===== src/rtl/comb_differentiator.sv =====
`default_nettype none
// ============================================================================
//  Module      : comb_differentiator
//  Description : Streaming first-difference (comb) stage,
//                    y[n] = x[n] - x[n-DELAY]
//                on signed two's-complement samples. Sits downstream of
//                integrator chains (CIC decimation) or acts as a slope /
//                edge detector. Valid/ready handshakes on both sides and a
//                single registered output stage (one cycle of latency).
//
//  Parameters  : WIDTH  sample width in bits, signed (2..32)
//                DELAY  differential delay M in samples (1..8)
//
//  Ports       : clk         system clock, rising edge
//                reset       asynchronous active-high reset
//                clear       synchronous flush of history and output stage
//                in_data     signed input sample x[n]
//                in_valid    in_data valid
//                in_ready    block can accept a sample this cycle
//                out_data    signed difference y[n]
//                out_valid   out_data valid
//                out_ready   downstream accepts out_data
//                out_borrow  unsigned borrow of x[n] - x[n-DELAY]
//                out_ovf     signed overflow in the subtraction
//                out_warm    result produced before the history was full
//
//  Build option: COMB_DIFF_SATURATE_EN
//                  defined   -> overflowing results clamp to the signed
//                               maximum / minimum of WIDTH bits
//                  undefined -> overflowing results wrap (low WIDTH bits)
//
//  Revision    : 1.0  initial release
// ============================================================================
module comb_differentiator #(
    parameter int WIDTH = 16,
    parameter int DELAY = 1
) (
    input  logic             clk,
    input  logic             reset,
    input  logic             clear,
    input  logic [WIDTH-1:0] in_data,
    input  logic             in_valid,
    output logic             in_ready,
    output logic [WIDTH-1:0] out_data,
    output logic             out_valid,
    input  logic             out_ready,
    output logic             out_borrow,
    output logic             out_ovf,
    output logic             out_warm
);

    // ------------------------------------------------------------------------
    // Constants
    // ------------------------------------------------------------------------
    // Fill counter only has to count up to DELAY, then it saturates.
    localparam int                    c_FILL_W    = $clog2(DELAY + 1);
    localparam logic [c_FILL_W-1:0]   c_FILL_FULL = c_FILL_W'(DELAY);
    localparam logic [c_FILL_W-1:0]   c_FILL_ONE  = c_FILL_W'(1);

`ifdef COMB_DIFF_SATURATE_EN
    localparam logic [WIDTH-1:0]      c_SAT_MAX   = {1'b0, {(WIDTH-1){1'b1}}};
    localparam logic [WIDTH-1:0]      c_SAT_MIN   = {1'b1, {(WIDTH-1){1'b0}}};
`endif

    // ------------------------------------------------------------------------
    // State
    // ------------------------------------------------------------------------
    // hist_q[0] is the most recent accepted sample, hist_q[DELAY-1] the
    // oldest one still needed, i.e. x[n-DELAY] for the next sample.
    logic [WIDTH-1:0]    hist_q [DELAY];
    logic [WIDTH-1:0]    hist_d [DELAY];
    logic [c_FILL_W-1:0] fill_q;
    logic [c_FILL_W-1:0] fill_d;

    logic [WIDTH-1:0]    data_q;
    logic [WIDTH-1:0]    data_d;
    logic                valid_q;
    logic                valid_d;
    logic                borrow_q;
    logic                borrow_d;
    logic                ovf_q;
    logic                ovf_d;
    logic                warm_q;
    logic                warm_d;

    // ------------------------------------------------------------------------
    // Handshake
    // ------------------------------------------------------------------------
    logic w_in_ready;
    logic w_accept;

    // A new sample may enter whenever the output register is empty or is
    // being drained this cycle; clear blocks intake so the flushed history
    // is not immediately refilled by the sample presented alongside it.
    assign w_in_ready = !clear && (!valid_q || out_ready);
    assign w_accept   = in_valid && w_in_ready;

    // ------------------------------------------------------------------------
    // Datapath
    // ------------------------------------------------------------------------
    logic [WIDTH-1:0] w_xd;
    logic [WIDTH:0]   w_diff;
    logic             w_ovf;
    logic             w_borrow;
    logic             w_warm;
    logic [WIDTH-1:0] w_result;

    // History is zeroed on reset/clear, so during warm-up the delayed tap
    // naturally reads as 0 without any extra muxing.
    assign w_xd = hist_q[DELAY-1];

    // Sign-extend both operands by one bit so the difference is exact.
    assign w_diff   = {in_data[WIDTH-1], in_data} - {w_xd[WIDTH-1], w_xd};

    // The true result fits in WIDTH bits only if the two top bits agree.
    assign w_ovf    = w_diff[WIDTH] ^ w_diff[WIDTH-1];
    assign w_borrow = in_data < w_xd;
    assign w_warm   = fill_q < c_FILL_FULL;

`ifdef COMB_DIFF_SATURATE_EN
    // On overflow w_diff[WIDTH] carries the sign of the exact result.
    always_comb begin
        w_result = w_diff[WIDTH-1:0];
        if (w_ovf) begin
            w_result = w_diff[WIDTH] ? c_SAT_MIN : c_SAT_MAX;
        end
    end
`else
    assign w_result = w_diff[WIDTH-1:0];
`endif

    // ------------------------------------------------------------------------
    // History / fill next state
    // ------------------------------------------------------------------------
    always_comb begin
        hist_d = hist_q;
        fill_d = fill_q;
        if (clear) begin
            for (int k = 0; k < DELAY; k++) begin
                hist_d[k] = '0;
            end
            fill_d = '0;
        end else if (w_accept) begin
            hist_d[0] = in_data;
            for (int k = 1; k < DELAY; k++) begin
                hist_d[k] = hist_q[k-1];
            end
            // Saturate rather than wrap so out_warm never re-asserts.
            if (fill_q != c_FILL_FULL) begin
                fill_d = fill_q + c_FILL_ONE;
            end
        end
    end

    // ------------------------------------------------------------------------
    // Output stage next state
    // ------------------------------------------------------------------------
    always_comb begin
        data_d   = data_q;
        valid_d  = valid_q;
        borrow_d = borrow_q;
        ovf_d    = ovf_q;
        warm_d   = warm_q;
        if (clear) begin
            // Payload is left as-is; only the qualifiers are flushed.
            valid_d  = 1'b0;
            borrow_d = 1'b0;
            ovf_d    = 1'b0;
            warm_d   = 1'b0;
        end else if (w_accept) begin
            // Covers the simultaneous drain-and-reload case: no bubble.
            data_d   = w_result;
            valid_d  = 1'b1;
            borrow_d = w_borrow;
            ovf_d    = w_ovf;
            warm_d   = w_warm;
        end else if (valid_q && out_ready) begin
            valid_d  = 1'b0;
        end
    end

    // ------------------------------------------------------------------------
    // Registers
    // ------------------------------------------------------------------------
    always_ff @(posedge clk or posedge reset) begin
        if (reset) begin
            for (int k = 0; k < DELAY; k++) begin
                hist_q[k] <= '0;
            end
            fill_q   <= '0;
            data_q   <= '0;
            valid_q  <= 1'b0;
            borrow_q <= 1'b0;
            ovf_q    <= 1'b0;
            warm_q   <= 1'b0;
        end else begin
            for (int k = 0; k < DELAY; k++) begin
                hist_q[k] <= hist_d[k];
            end
            fill_q   <= fill_d;
            data_q   <= data_d;
            valid_q  <= valid_d;
            borrow_q <= borrow_d;
            ovf_q    <= ovf_d;
            warm_q   <= warm_d;
        end
    end

    // ------------------------------------------------------------------------
    // Outputs
    // ------------------------------------------------------------------------
    assign in_ready   = w_in_ready;
    assign out_data   = data_q;
    assign out_valid  = valid_q;
    assign out_borrow = borrow_q;
    assign out_ovf    = ovf_q;
    assign out_warm   = warm_q;

endmodule
`default_nettype wire


===== config.mk =====
export PLATFORM = sky130hd
export DESIGN_NAME = comb_differentiator
export DESIGN_NICKNAME = d
export VERILOG_FILES = /design/src/rtl/comb_differentiator.sv
export SDC_FILE = /design/constraint.sdc
export NUM_CORES = 1
export LEC_CHECK = 0
export BUFFER_PORTS_ARGS = -buffer_cell sky130_fd_sc_hd__buf_4
export CAP_MARGIN = 5
export CORE_MARGIN = 2
export CORE_UTILIZATION = 35
export DETAILED_ROUTE_END_ITERATION = 8
export GPL_TIMING_DRIVEN = 0
export MAX_ROUTING_LAYER = met4
export PLACE_DENSITY_LB_ADDON = 0.15
export SYNTH_ARGS = -nofsm -noshare
export SYNTH_HDL_FRONTEND = slang
export SYNTH_SLANG_ARGS = --single-unit

===== constraint.sdc =====
create_clock -name clk -period 2.25 [get_ports clk]
set_input_delay 0.1125 -clock clk [delete_from_list [all_inputs] [get_ports clk]]
set_output_delay 0.1125 -clock clk [all_outputs]
set_load 0.01 [all_outputs]

[After elaboration in Yosys (flattened, before gate mapping)]
Index checks and enable logic that the tools add are counted.
Word-level totals
  word-level logic and storage cells: 36
  flip-flop bits (word level): 37
  input bits: 21
  output and inout port bits: 21
Operators by class
  reductions and logical operators: 9
  magnitude comparators: 2
  mux-type cells: 14
  bitwise logic cells: 2
  add/subtract/negate cells: 2
Operators by type and width (number)
  16-bit 2-to-1 mux: 2
  16-bit by 16-bit subtractor with 17-bit output: 1
  16-bit less-than comparator: 1
  1-bit 2-to-1 mux: 12
  1-bit logical AND: 3
  3-bit nonzero test: 1
  1-bit zero test: 2
  2-bit AND reduction: 1
  2-bit nonzero test: 1
  1-bit adder, second input constant: 1
  1-bit logical OR: 1
  1-bit less-than comparator, second input constant: 1
  1-bit NOT: 1
  1-bit XOR: 1

[Logic depth before layout (Yosys ltp)]
Gate-level depths: netlist of the first run.
  depth after elaboration: 6
  depth in mapped cells: 9
  gate-level depth less buffers: 9

[Worst setup path before layout of the first run]
OpenSTA, ideal clock, no wires.
  kind: reg-to-reg
  start: reg hist_q[0] (netlist bit)
  end: reg data_q[14], in the netlist out_data[14]
  library setup time: 0.131 ns
  data required time: 2.119 ns
  clock period less this slack: 2.048 ns
  stages on the path, launching flop included: 9
  path buffers: 0
  setup slack: 0.202 ns
  data arrival time: 1.917 ns
  path through: dfrtp_1 ha_1 fa_1 nand2b_1 a2111oi_4 nor3_2 o21ai_2 xnor2_1 o21ai_1
Between the ends
  word-level cells in the longest chain between the ends: 1
Ends and longest elaborated chain
  start, declared: RTL line 70  | logic [WIDTH-1:0] hist_q [DELAY];
  start signal, assigned by index: RTL line 198  | hist_q[k] <= hist_d[k];
  16-bit by 16-bit subtractor with 17-bit output: RTL line 113  | assign w_diff = {in_data[WIDTH-1], in_data} - {w_xd[WIDTH-1], w_xd};
  end signal, assigned: RTL line 201  | data_q <= data_d;
  end, declared: RTL line 75  | logic [WIDTH-1:0] data_q;
Every way passes these cells.
A chain may end at the register's enable or synchronous reset.

[Worst setup path in the final report of the first run]
  start: reg hist_q[0] (netlist bit)
  end: reg ovf_q, in the netlist out_ovf
Between the ends
  word-level cells in the longest chain between the ends: 4
Ends and longest elaborated chain
  16-bit by 16-bit subtractor with 17-bit output: RTL line 113
  1-bit XOR: RTL line 116  | assign w_ovf = w_diff[WIDTH] ^ w_diff[WIDTH-1];
  1-bit 2-to-1 mux: RTL line 170  | end else if (w_accept) begin
  1-bit 2-to-1 mux: RTL line 164  | if (clear) begin
  end signal, assigned: RTL line 204  | ovf_q <= ovf_d;
  end, declared: RTL line 81  | logic ovf_q;
Every way passes these cells. The select of a mux whose other input is x is not followed.

==> metrics, run 1 <==
core area=6280 sq um; sequential-to-total area share from yosys stat=41.4%; Max Clock Freq=469 MHz; post-detailed-route wirelength per cell=13.9 um; outcome=complete, but fails checks; Setup Crit Path Kind=flip-flop to flip-flop; # diodes=0; post-route minimum period=2.13 ns; Clock Path Buffers=2; Crit-path slowest cell=dfrtp_1; CP max stage delay=0.39 ns; Yosys warning count=0; Starting Density=35.7%; Syn Inst Count=251; Post-CTS Hold Buffers=0; CP Cell Sequence=ha_1, fa_2, nand2b_4, a2111oi_4, nor2_1, a21oi_2, xnor2_1, o21ai_1; post-synthesis cell area=2240 sq um; pin count of the biggest net entering global routing=38; relative slew slack=46.7%; synth unique cells=36; vias per cell=4.92; Worst-path clk slew=0.08 ns; critical path launch point type=flip-flop; input/output buffers=41; worst-path maximum fanout=3; WP data arrival=2.30 ns; area grow syn2layout=22.6%; syn_area_per_cell=8.92 sq um; CTS tree=built; Total GRT Usage=16.5%; Pwr Density=704 nW/um^2; Die ar.=7050 sq um; Final Net Count=338; Max Cap Viol=0; ys async rst share=100%; Hold Path Class=input pin to asynchronous set/reset pin; final setup margin=0.119 ns; Setup-failing EPs final=0; failing checks=negative hold slack; Tcrit/Tclk final=94.7%; Final Max Tran Viols=0; Clock Latency Late Sink=0.29 ns; Post-synth EDFFs=0; Top delay family on crit path=compound AO/OA/AOI/OAI gates; DR vias=1855; gpl congestion=0.822; final wirelength=5250 um; number of setup buffers added after CTS=0; row count=29; footprint of the multi-input gates=1200 sq um; Post-DP HPWL=3970 um; CTS Buf Count=5; initial antenna violation count=0; Sequential Area=926 sq um; Slew @ Worst Pin=0.799 ns; hold_ws=-0.0397 ns; Synth Register Bits=37; initial drt markers=62; Fillers=661; worst vdd ir=252 uV; Die X=84.0 um; Syn Nets=290; # IOs=42; share of post-route cells with drive strength above 1=20.7%; Leak=1.25 nW; Pre-antenna DRT Iters=4; clock sinks=37; global-route wire length before repair=9090 um; CP endpoint kind=flip-flop; # DRC=0; H-Tree Level Count=2; GRT overflow=0; die height=84.0 um; RSZ-0062 raised after global routing=yes; Top FF cell, synth=dfrtp_1; clk_skew=0.00337 ns; vias in the first global route=1861; number of routed nets with antenna violations=0; Root Driver=clkbuf_8; CP required=2.42 ns; Final Hold Violating Endpoints=37; post-place setup slack=0.0156 ns; Buf+Inv Stages, Crit Path=0
==> worst paths after layout <==
check | startpoint | endpoint | slack (ns) | cells after the start
max in group asynchronous | reset | hist_q[5] | 1.77 | 2
setup / recovery | hist_q[0] | out_ovf | 0.12 | 8
min in group clk | in_data[10] | hist_q[10] | 0.03 | 3
hold / removal | reset | out_data[0] | -0.04 | 2
setup reg to reg | hist_q[0] | out_ovf | 0.12 | 8
hold reg to reg | fill_q | out_warm | 0.47 | 1
==> registers in the layout (all words and copies together), names as in the netlist <==
register,cells
out_ovf,1
out_warm,1
out_borrow,1
hist_q,16
out_valid,1
out_data,16
fill_q,1
==> through the flow <==
step                      setup TNS, ns  instance area (sq um)  total power [W]  instances  util [%]
after detailed placement              0                   2640          0.00148        369      42.1
after global routing           -0.00554                   2750          0.00207        377      43.7
after global placement                0                   2640          0.00147        369      42.1
after CTS                             0                   2730          0.00196        377      43.5
final                                 0                   2750          0.00193        377      43.7
after floorplan                       0                   2240          0.00123        251         -
==> layout by cell type, fill, tap and decap left out, types with 2 or more instances in the layout <==
cell type and n:
nand2_1 44, buf_4 42, dfrtp_1 37, o21ai_0 22, inv_1 18, ha_1 17
o31ai_1 16, a21oi_1 15, clkbuf_1 10, nor2_1 9, xnor2_1 9, o21ai_1 5
xor2_1 5, clkbuf_8 5, nand3b_1 4, o211ai_1 4, nand2b_1 4, nand4_1 3
a21o_1 3, nor2b_1 2, clkbuf_2 2, nor3_1 2, and2_1 2, o21ai_2 2
clkinv_2 2
==> logic make-up (layout without fill, tap and decap cells) <==
| group | after synthesis | in the layout | synth area share, % |
|---|---|---|---|
| buffers and inverters | 32 | 81 | 5.70 |
| AND/OR/NAND/NOR | 75 | 75 | 15.5 |
| AO/OA/AOI/OAI | 75 | 75 | 21.6 |
| XOR/XNOR | 14 | 14 | 5.48 |
| adder cells (fa/ha/maj) | 18 | 18 | 10.4 |
| flip-flops | 37 | 37 | 41.4 |
==> cells in the mapped netlist (all sizes together) (2+ instances only) <==
library cell,instances,area share [%]
a21o,3,1.0
a21oi,16,3.6
and2,2,0.56
buf,2,0.56
clkbuf,11,2.0
dfrtp,37,41
ha,17,9.5
inv,19,3.2
nand2,44,7.4
nand2b,5,1.4
nand3b,4,1.3
nand4,3,0.84
nor2,9,1.5
nor2b,2,0.56
nor3,3,0.89
o211ai,5,1.9
o21ai,29,6.8
o31ai,16,5.4
xnor2,9,3.5
xor2,5,2.0
==> repair_timing <==
action | 4_1_cts | 5_1_grt
setup endpoints to repair | 2 | 4
resized for setup | 1 | 3
cloned | 0 | 0
pin swaps | 1 | 1
==> area by class of cell <==
type	count	share of cell area, %
Tap cell	77	3.51
Sequential cell	37	33.7
Clock buffer	6	2.64
Multi-Input combinational cell	182	43.9
Timing Repair Buffer	41	11.2
Clock inverter	2	0.365
Buffer	13	2.05
Inverter	19	2.60
==> report_power, final <==
part           total (W)  internal (W)  switching, W
sequential      0.000815      0.000766     0.0000489
combinational   0.000658      0.000300      0.000358
clock           0.000461      0.000215      0.000246
==> per-layer routing <==
layer,GRT usage [%],part of all wire (%)
met5,-,0
met1,22.4,50
met3,3.26,3.8
met4,5.28,1.4
met2,24.9,45
(Power assumes the default switching activity.)
==> inputs of run 2 (changes only) <==
Settings changed: CTS_BUF_LIST set to sky130_fd_sc_hd__clkbuf_4.
==> metrics, run 2 (synthesis gave the netlist of run 1 again) <==
Root Driver=clkbuf_4; Clock Latency Late Sink=0.34 ns (+0.05 ns); vias in the first global route=1898 (+2.0%); reg2reg end=out_ovf; clk_skew=0.00437 ns (+0.000995 ns); Final Hold Violating Endpoints=0 (-100%); CP Launch Point=hist_q[0]; Worst setup endpoint=out_ovf; reg2reg start=hist_q[0]; routing usage on met1=22.7% (+0.33 points); Setup Crit Path Kind=flip-flop to flip-flop; Fillers=650 (-1.7%); row count=29 (unchanged); # DRC=0 (unchanged); CP required=2.48 ns (+0.06 ns); CP endpoint kind=flip-flop; CTS tree=built; die height=84.0 um (unchanged); clock sinks=37 (unchanged); most frequent cells in the layout=buf_4, nand2_1, dfrtp_1, o21ai_0, inv_1; number of routed nets with antenna violations=0 (unchanged); GRT busiest layer=met2; input/output buffers=41 (unchanged); Max Cap Viol=0 (unchanged); Final Non-Filler Cells=397 (+5.3%); GRT overflow=0 (unchanged); Die ar.=7050 sq um (unchanged); Pwr Density=638 nW/um^2 (-9.5%); Clock Power Share=19.3% (-4.5 points); area grow syn2layout=30.6%; Max Clock Freq=469 MHz (-0.15%); reg2reg path depth=8 (unchanged); final core occ=46.6% (+2.8 points); initial antenna violation count=0 (unchanged); Placed Instances=369 (unchanged); outcome=finished clean; met3 usage=3.26% (unchanged); post-detailed-route wirelength per cell=13.5 um (-3.2%); most common cell after layout, fill and taps aside=buf_4; Total GRT Usage=16.6% (+0.13 points); DR vias=1926 (+3.8%); Final Net Count=358 (+5.9%); sequential fraction of design power=43.6% (+1.5 points); Starting Density=35.7% (unchanged); gpl congestion=0.822 (unchanged); hold path startpoint=out_ready; core area=6280 sq um (unchanged); RSZ-0062 raised after global routing=yes; Tcrit/Tclk final=94.9% (+0.14 points); Setup-failing EPs final=0 (unchanged); Leak=1.33 nW (+6.1%); Post-DP HPWL=3970 um (unchanged); Combinational Power Share=37.1% (+3.1 points); worst-path maximum fanout=2 (-1); CTS Buf Count=5 (unchanged); worst vdd ir=216 uV (-14%); Slew @ Worst Pin=0.803 ns (+0.00370 ns); final wirelength=5350 um (+2.0%); Hold Path Class=input pin to flip-flop; WP data arrival=2.37 ns (+0.07 ns); setup tns final=0 ns (unchanged); hold_ws=0.0410 ns (+0.0807 ns); Net Sw Frac=34.4% (+0.58 points); Clock Path Buffers=2 (unchanged); H-Tree Level Count=2 (unchanged); pin count of the biggest net entering global routing=38 (unchanged); met2 Usage GRT=25.5% (+0.51 points); Final Max Tran Viols=0 (unchanged); post-route minimum period=2.13 ns (+0.00324 ns); # diodes=0 (unchanged); Die X=84.0 um (unchanged); vias per cell=4.85 (-1.4%); Pre-antenna DRT Iters=4 (unchanged); relative slew slack=46.5% (-0.25 points); flop2flop setup slack=0.12 ns (about the same); Net Switching=0.000641 W (-1.9%); internal power=0.00122 W (-4.5%); Worst-path clk slew=0.11 ns (+0.03 ns); global-route wire length before repair=9240 um (+1.7%); initial drt markers=67 (+8.1%); Tot Pwr=0.00186 W (-3.6%); # IOs=42 (unchanged); share of post-route cells with drive strength above 1=20.9% (+0.27 points); critical path launch point type=flip-flop
## run 2: cell type report
type | count | area [sq um] | share of cell area [%]
multi-input combinational | 182 | 1220 | 41.7
sequential | 37 | 926 | 31.7
timing repair buffer | 61 | 500 | 17.1
tap | 77 | 96.3 | 3.30
inverter | 19 | 71.3 | 2.44
buffer | 13 | 56.3 | 1.93
clock buffer | 6 | 45.0 | 1.54
clock inverter | 2 | 10.0 | 0.342
## run 2: per-stage QoR
step	setup WS, ns	instance area [sq um]
floorplan	0.202	2240
detailed placement	0.0156	2640
CTS	0.0512	2890
global placement	0.0311	2640
finish	0.116	2920
global route	-0.0160	2920
## run 2: critical path, stage by stage, from the launching register on
cell and delay [ns]:
dfrtp_1 0.42, ha_4 0.18, fa_2 0.39, nand2b_4 0.16, a2111oi_4 0.39, nor2_1 0.10, a21oi_2 0.17, xnor2_1 0.14
o21ai_1 0.07
## run 2: routing by layer
layer / share of wire (%) / routed length (um)
met3: 3.7 / 198
met5: 0 / 0
met1: 49 / 2630
met2: 46 / 2470
met4: 1.1 / 59
## run 2: worst min-delay path by stage
stage,slack (ns),cells past startpoint,endpoint
after floorplan,0.23,2,hist_q[10]
after global placement,0.33,3,hist_q[10]
after detailed placement,0.33,2,out_data[0]
after CTS,0.02,4,out_valid
after global routing,0.05,4,out_valid
final,0.04,4,out_valid
## run 2: repair_timing
action	CTS	global route
hold endpoints to repair	53	0
pin swaps	1	6
setup buffers	0	3
gates resized for setup	4	2
hold buffers	17	0
endpoints found under the setup margin	2	3
## run 2: power groups by stage
stage               logic, W  registers [W]  clock network [W]
floorplan           0.000364       0.000862                  0
global placement    0.000647       0.000827                  0
detailed placement  0.000652       0.000830                  0
CTS                 0.000688       0.000815           0.000380
global route        0.000770       0.000830           0.000402
finish              0.000691       0.000813           0.000360
